==> config.mk <==
export PLATFORM = sky130hd
export DESIGN_NAME = coeff_read_fsm
export DESIGN_NICKNAME = d
export VERILOG_FILES = /design/src/rtl/coeff_read_fsm.sv
export SDC_FILE = /design/constraint.sdc
export NUM_CORES = 1
export LEC_CHECK = 0
export BUFFER_PORTS_ARGS = -buffer_cell sky130_fd_sc_hd__buf_2
export CAP_MARGIN = 20
export CORE_MARGIN = 1.5
export CORE_UTILIZATION = 49
export DETAILED_ROUTE_END_ITERATION = 16
export GPL_ROUTABILITY_DRIVEN = 0
export HOLD_SLACK_MARGIN = 0.12
export PLACE_DENSITY = 0.78
export SYNTH_ARGS = -nofsm -noshare
export SYNTH_HDL_FRONTEND = slang
export SYNTH_SLANG_ARGS = --single-unit
==> constraint.sdc <==
create_clock -name iClk12M -period 1.95 [get_ports iClk12M]
set_input_delay 0.2925 -clock iClk12M [delete_from_list [all_inputs] [get_ports iClk12M]]
set_output_delay 0.2925 -clock iClk12M [all_outputs]
set_load 0.01 [all_outputs]
==> src/rtl/coeff_read_fsm.sv <==
// Coefficient read sequencer: walks SRAM addresses 0..NUM_TAP-1 once per input sample
// and delivers each coefficient with its index to the MAC datapath.
module coeff_read_fsm #(
    parameter int NUM_TAP    = 16,
    parameter int DATA_WIDTH = 16
) (
    input  logic                  iClk12M,
    input  logic                  iRst,
    input  logic                  iUpdateFlag,
    input  logic                  iEnSample,
    input  logic [DATA_WIDTH-1:0] iRdDt,
    output logic                  oCsn_Fsm,
    output logic                  oWrn_Fsm,
    output logic [3:0]            oAddr_Fsm,
    output logic [DATA_WIDTH-1:0] oCoeff,
    output logic                  oCoeffValid,
    output logic [3:0]            oCoeffIdx,
    output logic                  oLast,
    output logic                  oBusy,
    output logic                  oDone,
    output logic                  oOverrun
);

    typedef enum logic [1:0] {
        IDLE  = 2'd0,
        READ  = 2'd1,
        DRAIN = 2'd2,
        DONE  = 2'd3
    } state_t;

    localparam logic [3:0] LAST_IDX = 4'(NUM_TAP - 1);

    state_t                  r_state;
    state_t                  w_state_nxt;
    logic [3:0]              r_addr;
    logic [3:0]              w_addr_nxt;
    logic                    r_drain_cnt;
    logic                    w_drain_cnt_nxt;
    logic                    w_busy_st;
    logic                    w_start_ok;
    logic                    w_abort;
    logic                    w_issue;
    logic                    w_overrun_set;

    logic                    r_csn_p0;
    logic [3:0]              r_addr_p0;
    logic                    r_vld_p0;
    logic [3:0]              r_idx_p0;
    logic                    r_vld_p1;
    logic [3:0]              r_idx_p1;
    logic [DATA_WIDTH-1:0]   r_coeff_p2;
    logic                    r_vld_p2;
    logic [3:0]              r_idx_p2;
    logic                    r_last_p2;
    logic                    r_busy;
    logic                    r_done;
    logic                    r_overrun;

    always_comb begin
        w_state_nxt     = r_state;
        w_addr_nxt      = 4'd0;
        w_drain_cnt_nxt = 1'b0;
        w_busy_st       = (r_state == READ) || (r_state == DRAIN);
        w_start_ok      = iEnSample && !iUpdateFlag;
        w_abort         = w_busy_st && iUpdateFlag;
        w_issue         = (r_state == READ) && !iUpdateFlag;
        w_overrun_set   = w_busy_st && iEnSample && !iUpdateFlag;
        case (r_state)
            IDLE: begin
                if (w_start_ok) w_state_nxt = READ;
            end
            READ: begin
                if (iUpdateFlag)              w_state_nxt = IDLE;
                else if (r_addr == LAST_IDX)  w_state_nxt = DRAIN;
                else                          w_addr_nxt  = r_addr + 4'd1;
            end
            DRAIN: begin
                if (iUpdateFlag)      w_state_nxt     = IDLE;
                else if (r_drain_cnt) w_state_nxt     = DONE;
                else                  w_drain_cnt_nxt = 1'b1;
            end
            DONE: begin
                w_state_nxt = w_start_ok ? READ : IDLE;
            end
            default: w_state_nxt = IDLE;
        endcase
    end

    always_ff @(posedge iClk12M) begin
        if (iRst) begin
            r_state     <= IDLE;
            r_addr      <= 4'd0;
            r_drain_cnt <= 1'b0;
        end else begin
            r_state     <= w_state_nxt;
            r_addr      <= w_addr_nxt;
            r_drain_cnt <= w_drain_cnt_nxt;
        end
    end

    always_ff @(posedge iClk12M) begin
        if (iRst) begin
            r_csn_p0   <= 1'b1;
            r_addr_p0  <= 4'd0;
            r_vld_p0   <= 1'b0;
            r_idx_p0   <= 4'd0;
            r_vld_p1   <= 1'b0;
            r_idx_p1   <= 4'd0;
            r_coeff_p2 <= '0;
            r_vld_p2   <= 1'b0;
            r_idx_p2   <= 4'd0;
            r_last_p2  <= 1'b0;
            r_busy     <= 1'b0;
            r_done     <= 1'b0;
            r_overrun  <= 1'b0;
        end else begin
            // p0: SRAM address cycle, index travels with the address
            r_csn_p0  <= !w_issue;
            r_addr_p0 <= w_issue ? r_addr : 4'd0;
            r_vld_p0  <= w_issue;
            r_idx_p0  <= w_issue ? r_addr : 4'd0;
            // p1: aligned with SRAM read data; an abort flushes everything in flight
            r_vld_p1  <= r_vld_p0 && !w_abort;
            r_idx_p1  <= r_idx_p0;
            // p2: registered coefficient output
            r_vld_p2  <= r_vld_p1 && !w_abort;
            r_last_p2 <= r_vld_p1 && !w_abort && (r_idx_p1 == LAST_IDX);
            if (r_vld_p1 && !w_abort) begin
                r_coeff_p2 <= iRdDt;
                r_idx_p2   <= r_idx_p1;
            end
            r_busy    <= w_busy_st && !w_abort;
            r_done    <= (r_state == DONE);
            r_overrun <= r_overrun || w_overrun_set;
        end
    end

    assign oCsn_Fsm    = r_csn_p0;
    assign oWrn_Fsm    = 1'b1;
    assign oAddr_Fsm   = r_addr_p0;
    assign oCoeff      = r_coeff_p2;
    assign oCoeffValid = r_vld_p2;
    assign oCoeffIdx   = r_idx_p2;
    assign oLast       = r_last_p2;
    assign oBusy       = r_busy;
    assign oDone       = r_done;
    assign oOverrun    = r_overrun;

endmodule

# Yosys cells after proc, flatten, opt, wreduce, memory -nomap -nowiden
# Cells that the tools add are included.
# W data, S select, Z words.
word_totals:
  ff_bits: 43
  rom_bits: 0
  out_inout_bits: 31
  mem_count: 0
  latch_bits: 0
  ramBits: 0
op_classes:
  n_lt_le_gt_ge: 0
  n_shift: 0
  n_reduce_logical: 19
  n_div: 0
  mux: 8
  bitwise: 3
  n_addsub: 1
  eq_ne: 8
  mul: 0
op_table:
  columns: ["cell", "count"]
  rows:
  - ["$mux W2", 5]
  - ["$logic_and A1 B1 Y1", 9]
  - ["$eq A4 B4 Y1 const B", 2]
  - ["$pmux W2 S4", 1]
  - ["$add A4 B1 Y4 const B", 1]
  - ["$eq A2 B2 Y1 const B", 2]
  - ["$reduce_or A4 Y1", 1]
  - ["$logic_not A1 Y1", 3]
  - ["$ne A3 B2 Y1 const B", 1]
  - ["$ne A3 B3 Y1 const B", 1]
  - ["$not A1 Y1", 3]
  - ["$reduce_and A3 Y1", 1]
  - ["$reduce_or A3 Y1", 1]
  - ["$eq A2 B1 Y1 const B", 1]
  - ["$logic_not A2 Y1", 1]
  - ["$logic_or A1 B1 Y1", 2]
  - ["$mux W1", 2]
  - ["$ne A2 B2 Y1 const B", 1]
  - ["$reduce_or A2 Y1", 1]

# Depth between registers and ports, before layout
# Gate-level depths: netlist (run 1).
logic_depth:
  depth_word: 6
  depth_mapped: 6
  depth_no_buf: 5

# Least setup slack after synthesis (run 1)
# OpenSTA, ideal clock, no wires.
synth_timing:
  kind: "flip-flop to flip-flop"
  start: "register r_state[1]"
  end: "register r_state[0]"
  path_buffers: 0
  setup_slack_ns: 0.446
  setup_time_ns: 0.123
  arrival_time_ns: 1.381
  path_stages_with_launch: 6
  path_cell_list: "dfxtp_1 -> inv_1 -> ha_1 -> nor2b_1 -> a221o_1 -> mux2_1"
synth_between:
  elab_chain_cells: 3
  elab_cells_between_ends: 9
  classes_between: "eq/ne (6); mux (1); reduce/logical (2)"
synth_lines:
  columns: ["item", "line_no", "source"]
  rows:
  - ["start, declared", "33", "state_t r_state;"]
  - ["start signal, assigned", "95", "r_state <= w_state_nxt;"]
  - ["$eq A2 B1 Y1 (tied with other cells)", "68", "case (r_state)"]
  - ["$ne A3 B2 Y1 (no line) (tied with other cells)", null, null]
  - ["$reduce_and A3 Y1 (no line)", null, null]
# Several ways; a longest one is shown, not always the timed one.
# A chain may end at the register's enable or synchronous reset.

# Worst setup path after layout (run 1)
# Ends and elaborated chain as after synthesis.

==> impl_metrics.tcl, run 1 <==
set metrics [dict create \
    busiest_layer "met2" \
    dp.cells 254 \
    h-tree-depth 2 \
    wl_um 2710 \
    pre_cts_ws_ps 343 \
    cts_tree "yes" \
    n_antenna_cell 0 \
    dpl-instance-area_um2 1800 \
    hpwlAfterDp_um 1900 \
    synth_top_family_by_area "simple AND/OR/NAND/NOR gates" \
    area_growth_pct 19.9 \
    avgSynthCellArea_um2 9.09 \
    clkTransAtPathRegs_ps 120 \
    fin_crit_sh_pct 83.5 \
    ys_warn_count 0 \
    wl_per_cell_um 10.4 \
    max_cap_viol_count 0 \
    grt_start_max_net_pins 36 \
    cts-resized-gates 0 \
    synth_area_leader_cell "dfxtp_1" \
    cts-root-buf "clkbuf_4" \
    tightest_slew_ps 615 \
    intPower_mw 1.13 \
    fin_nets 243 \
    instances_no_fill 262 \
    fp.dieH_um 59.2 \
    grt_pass1_vias 1071 \
    cp.required_ps 2180 \
    antenna_found_initial 0 \
    clock-sinks 43 \
    end_kind "flop" \
    rsz0062_at_grt "no" \
    critical_path.startpoint_type "flop" \
    track_usage_pct 16.3 \
    switching_share_pct 25.3 \
    pwr-share-comb_pct 12.2 \
    path_max_fanout 5 \
    timing.slew.headroom_pct 59.0 \
    async_flop_share_pct 0 \
    overflow 0 \
    cts_made_buffers 5 \
    synth_area_leaders "dfxtp_1 (56%), nand2_1 (10%), a21oi_1 (7.1%), ha_1 (4.9%), nor2b_1 (2.4%)" \
    power.density_nw_per_um2 816 \
    dr.pass1.iters 4 \
    drive_gt1_share_pct 26.6 \
    use_met1_pct 19.3 \
    startpoint "r_state[1]" \
    grt_pass1_wl_um 4310 \
    synth_adder_area_share_pct 4.86 \
    finalInstanceArea_um2 1850 \
    postCtsSetupBuffers 0 \
    vias 1232 \
    gr-usage-met2_pct 26.2 \
    drv_slew 0 \
    synth_enable_flop_cells 0 \
    tns_ps 0 \
    setup_viol 0 \
    die_area_um2 3500 \
    fin_ws_ps 321 \
    pin_count 51 \
    ir_drop_uv 475 \
    clock_skew_ps 11.8 \
    muxShareOfSynthArea_pct 1.38 \
    synth_compound_area_share_pct 11.0 \
    hold_start "iRdDt[1]" \
    hold_path.class "input pin to flop" \
    ys_types 32 \
    fmax_ghz 0.614 \
    initial_utilization_pct 51.0 \
    hold_buffers 0 \
    synth_ff_type "dfxtp_1" \
    outcome "completed" \
    core-area_um2 3030 \
    synth_fp_nets 196 \
    ant_nets 0 \
    p_leak_nw 0.814 \
    crit_arrival_ps 1860 \
    viasPerCell 4.70 \
    criticalPathCategory "flop to flop" \
    netlist_instances 170 \
    synth_xor_area_share_pct 0.567 \
    reg2reg_from "r_state[1]" \
    ctsLongestPathBuffers 2 \
    final_cell_mix "buf_2 (49), dfxtp_1 (43), nand2_1 (41), a21oi_1 (22)" \
    syn_area_um2 1550 \
    io_buffers 49 \
    finalHoldViolCount 0 \
    finalCriticalPeriod_ps 1630 \
    drc 0 \
    power_switching_mw 0.383 \
    sequentialPowerShare_pct 61.2 \
    worstSkewPairLatency_ps 340 \
    synth_top_area_share_pct 55.7 \
    first_iter_violations 76 \
    synth-simple-area-share_pct 21.3 \
    pwr-share-clk_pct 26.5 \
    rows 20 \
    met3_usage_pct 6.77 \
    layout_commonest_cell "buf_2" \
    seq_area_frac_synth_pct 55.7 \
    synth-seq-cells 43 \
    die_w_um 59.2 \
]
[routing by layer]
| metal | part of all wire (%) | wire, um | vias up |
|---|---|---|---|
| met2 | 44 | 1180 | 38 |
| met4 | 1.7 | 47 | 0 |
| li1 | - | - | 640 |
| met3 | 7.3 | 199 | 7 |
| met1 | 47 | 1290 | 547 |
| met5 | 0 | 0 | - |
[path summary, 6_finish.rpt]
check	slack [ps]	end	cells after the start
hold / removal	170	oCoeff[1]	3
setup / recovery	320	r_state[0]	5
hold reg to reg	420	r_vld_p1	2
setup reg to reg	320	r_state[0]	5
[cell type report]
type | instances | area (um2)
flip-flops and latches | 43 | 861
inverters | 7 | 26.3
clock inverters | 1 | 5.00
repair buffers | 50 | 253
clock buffers | 7 | 45.0
fillers | 284 | 1170
well taps | 44 | 55.1
multi-input cells | 110 | 608
[kinds of logic (layout without fill, tap and decap cells)]
family,Yosys count,in the layout
flip-flops,43,43
AO/OA/AOI/OAI,30,30
AND/OR/NAND/NOR,70,70
other,1,1
buffers and inverters,17,65
adder cells (fa/ha/maj),6,6
multiplexers,2,2
XOR/XNOR,1,1
[power groups by stage]
stage / clock network (mW) / registers (mW) / logic (mW)
floorplan: 0 / 0.953 / 0.122
global placement: 0 / 0.945 / 0.184
detailed placement: 0 / 0.947 / 0.185
CTS: 0.418 / 0.927 / 0.186
global route: 0.453 / 0.931 / 0.212
finish: 0.401 / 0.927 / 0.185
[through the flow]
step	utilization [%]	hold slack (ps)	power, mW
finish	61.2	168	1.51
global route	61.2	170	1.60
CTS	61.2	157	1.53
detailed placement	59.5	409	1.13
global placement	59.5	411	1.13
floorplan	-	395	1.07
[registers in the layout (all words and copies together), names as in the netlist]
signal	flops
oBusy	1
oCoeff	16
oCoeffIdx	4
oCoeffValid	1
oCsn_Fsm	1
oDone	1
oLast	1
oOverrun	1
r_addr	4
r_drain_cnt	1
r_idx_p0	4
r_idx_p1	4
r_state	2
r_vld_p0	1
r_vld_p1	1
[cell usage after synthesis (all sizes together) (2+ instances only)]
cell / number
ha: 6
nor3b: 2
a21oi: 22
buf: 6
dfxtp: 43
nand2: 41
and2: 4
nand2b: 3
nor2: 7
nor2b: 6
inv: 7
clkbuf: 4
a31oi: 2
[worst max-delay path: stages (launching register included)]
cell and delay [ps]:
dfxtp_1 420, inv_1 90, ha_1 210, nor2b_1 140
a221o_1 360, mux2_1 320
No activity file was read; power rests on OpenSTA's default activity.
==> run 2: changes to the inputs <==
==> constraint.sdc (replaced) <==
create_clock -name iClk12M -period 1.6 [get_ports iClk12M]
set_input_delay 0.24 -clock iClk12M [delete_from_list [all_inputs] [get_ports iClk12M]]
set_output_delay 0.24 -clock iClk12M [all_outputs]
set_load 0.01 [all_outputs]
==> run 2 against run 1 <==
Critical path depth unchanged; wire length is 17% higher; worst setup slack got worse by 270 ps; clock skew fell by 6.8 ps; maximum frequency is 5.3% higher; power grew 40%; non-clock buffer count grew 19; via count is 8.9% higher; clock power rose by 75%; flip-flop and latch count is the same; first-iteration DRC count fell by 34%; combinational power is 59% higher; critical path type unchanged; largest cell class unchanged.
==> impl_metrics.tcl, run 2 (synthesis results as in run 1) <==
set metrics [dict create \
    hold_path.class "input pin to flop" \
    outcome "completed" \
    area_growth_pct 34.8 \
    die_area_um2 3500 \
    hpwlAfterDp_um 1940 \
    clock_skew_ps 5.06 \
    end_kind "flop" \
    viasPerCell 4.78 \
    fin_crit_sh_pct 96.7 \
    clock-sinks 43 \
    finalHoldViolCount 0 \
    ir_drop_uv 771 \
    antenna_found_initial 0 \
    critical_path.startpoint_type "flop" \
    finalCriticalPeriod_ps 1550 \
    setup_viol 0 \
    drive_gt1_share_pct 28.7 \
    cp_slowest_cell "a221o_1" \
    ctsLongestPathBuffers 2 \
    vias 1342 \
    overflow 0 \
    startpoint "r_state[1]" \
    crit_arrival_ps 1780 \
    initial_utilization_pct 51.0 \
    wl_per_cell_um 11.3 \
    crit_buf_inv 1 \
    dr.pass1.iters 4 \
    drc 0 \
    dpl-instance-area_um2 1830 \
    largest_register_ffs 16 \
    ff2ff_path_depth 5 \
    crit_end "r_state[0]" \
    cts-root-buf "clkbuf_4" \
    cp.required_ps 1830 \
    cts_made_buffers 5 \
    cts_tree "yes" \
    grt_start_max_net_pins 23 \
    n_antenna_cell 0 \
    rsz0062_at_grt "no" \
    grt_pass1_wl_um 4820 \
    criticalPathCategory "flop to flop" \
    fmax_ghz 0.647 \
    rows 20 \
    worstSkewPairLatency_ps 340 \
    fp.dieH_um 59.2 \
    final_cell_mix "buf_2 (49), nand2_1 (41), dfxtp_1 (41), a21oi_1 (22), dlygate4sd3_1 (14)" \
    p_leak_nw 0.921 \
    track_usage_pct 18.4 \
    r2r-end "r_state[0]" \
    pin_count 51 \
    max_stage_delay_ps 360 \
    tns_ps 0 \
    die_w_um 59.2 \
    ant_nets 0 \
    layout_commonest_cell "buf_2" \
    postCtsSetupBuffers 0 \
    io_buffers 49 \
    fin_nets 262 \
    critPathTopFamily "compound AO/OA/AOI/OAI gates" \
    rrSetupSlack_ps 50 \
    wl_um 3190 \
    first_iter_violations 50 \
    p_total_mw 2.12 \
    finalInstanceArea_um2 2080 \
    reg2reg_from "r_state[1]" \
    worst-path-stages 5 \
    h-tree-depth 2 \
    drv_slew 0 \
    path_max_fanout 3 \
    power.density_nw_per_um2 1020 \
    max_cap_viol_count 0 \
    clkTransAtPathRegs_ps 120 \
    cp_cell_sequence "inv_1 -> ha_1 -> nor2b_1 -> a221o_1 -> mux2_1" \
    grt_pass1_vias 1210 \
    core-area_um2 3030 \
]
## run 2: area by class of cell
type,instances,area [um2]
fillers,237,945
flip-flops and latches,43,863
multi-input cells,110,618
repair buffers,69,434
well taps,44,55.1
clock buffers,6,51.3
clock inverters,2,35.0
inverters,7,26.3
## run 2: worst min path at each step
stage	startpoint	end	cells after the start
after detailed placement	r_vld_p0	r_vld_p1	2
after floorplan	iRdDt[0]	oCoeff[0]	2
after global routing	iRdDt[4]	oCoeff[4]	3
final	iRdDt[4]	oCoeff[4]	3
after CTS	iRdDt[14]	oCoeff[14]	3
after global placement	r_vld_p0	r_vld_p1	2
## run 2: tightest hold or removal path, delay by kind of cell
| family | cells | cell delay [ps] |
|---|---|---|
| and+or+nand+nor | 1 | 50 |
| AOI/OAI and AO/OA | 1 | 50 |
| buffers and inverters | 1 | 100 |
## run 2: metal layers
layer / share of wire [%] / GRT usage [%] / up-vias
met5: 0 / 0 / -
met4: 1.8 / 7.47 / 0
met3: 6.1 / 6.77 / 6
met2: 51 / 32.2 / 46
met1: 41 / 20.1 / 609
li1: - / - / 681
## run 2: what timing repair did
| action | in CTS | in global routing |
|---|---|---|
| hold buffers | 14 | 0 |
| hold endpoints to repair | 14 | 0 |
| gates resized for setup | 0 | 7 |
| endpoints found under the setup margin | 0 | 22 |
## run 2: power breakdown
group | switching [mW] | leakage, nW | internal (mW)
Combinational | 0.153 | 0.525 | 0.141
Clock | 0.331 | 0.0482 | 0.369
Sequential | 0.0198 | 0.348 | 1.11
## run 2: through the flow
step	hold WS [ps]	util (%)	instances	setup slack [ps]
after floorplan	376	-	170	95.5
after global placement	404	60.5	258	83.8
after detailed placement	404	60.5	258	56.9
after CTS	124	68.0	280	40.3
after global routing	131	68.8	281	14.2
final	134	68.8	281	53.5
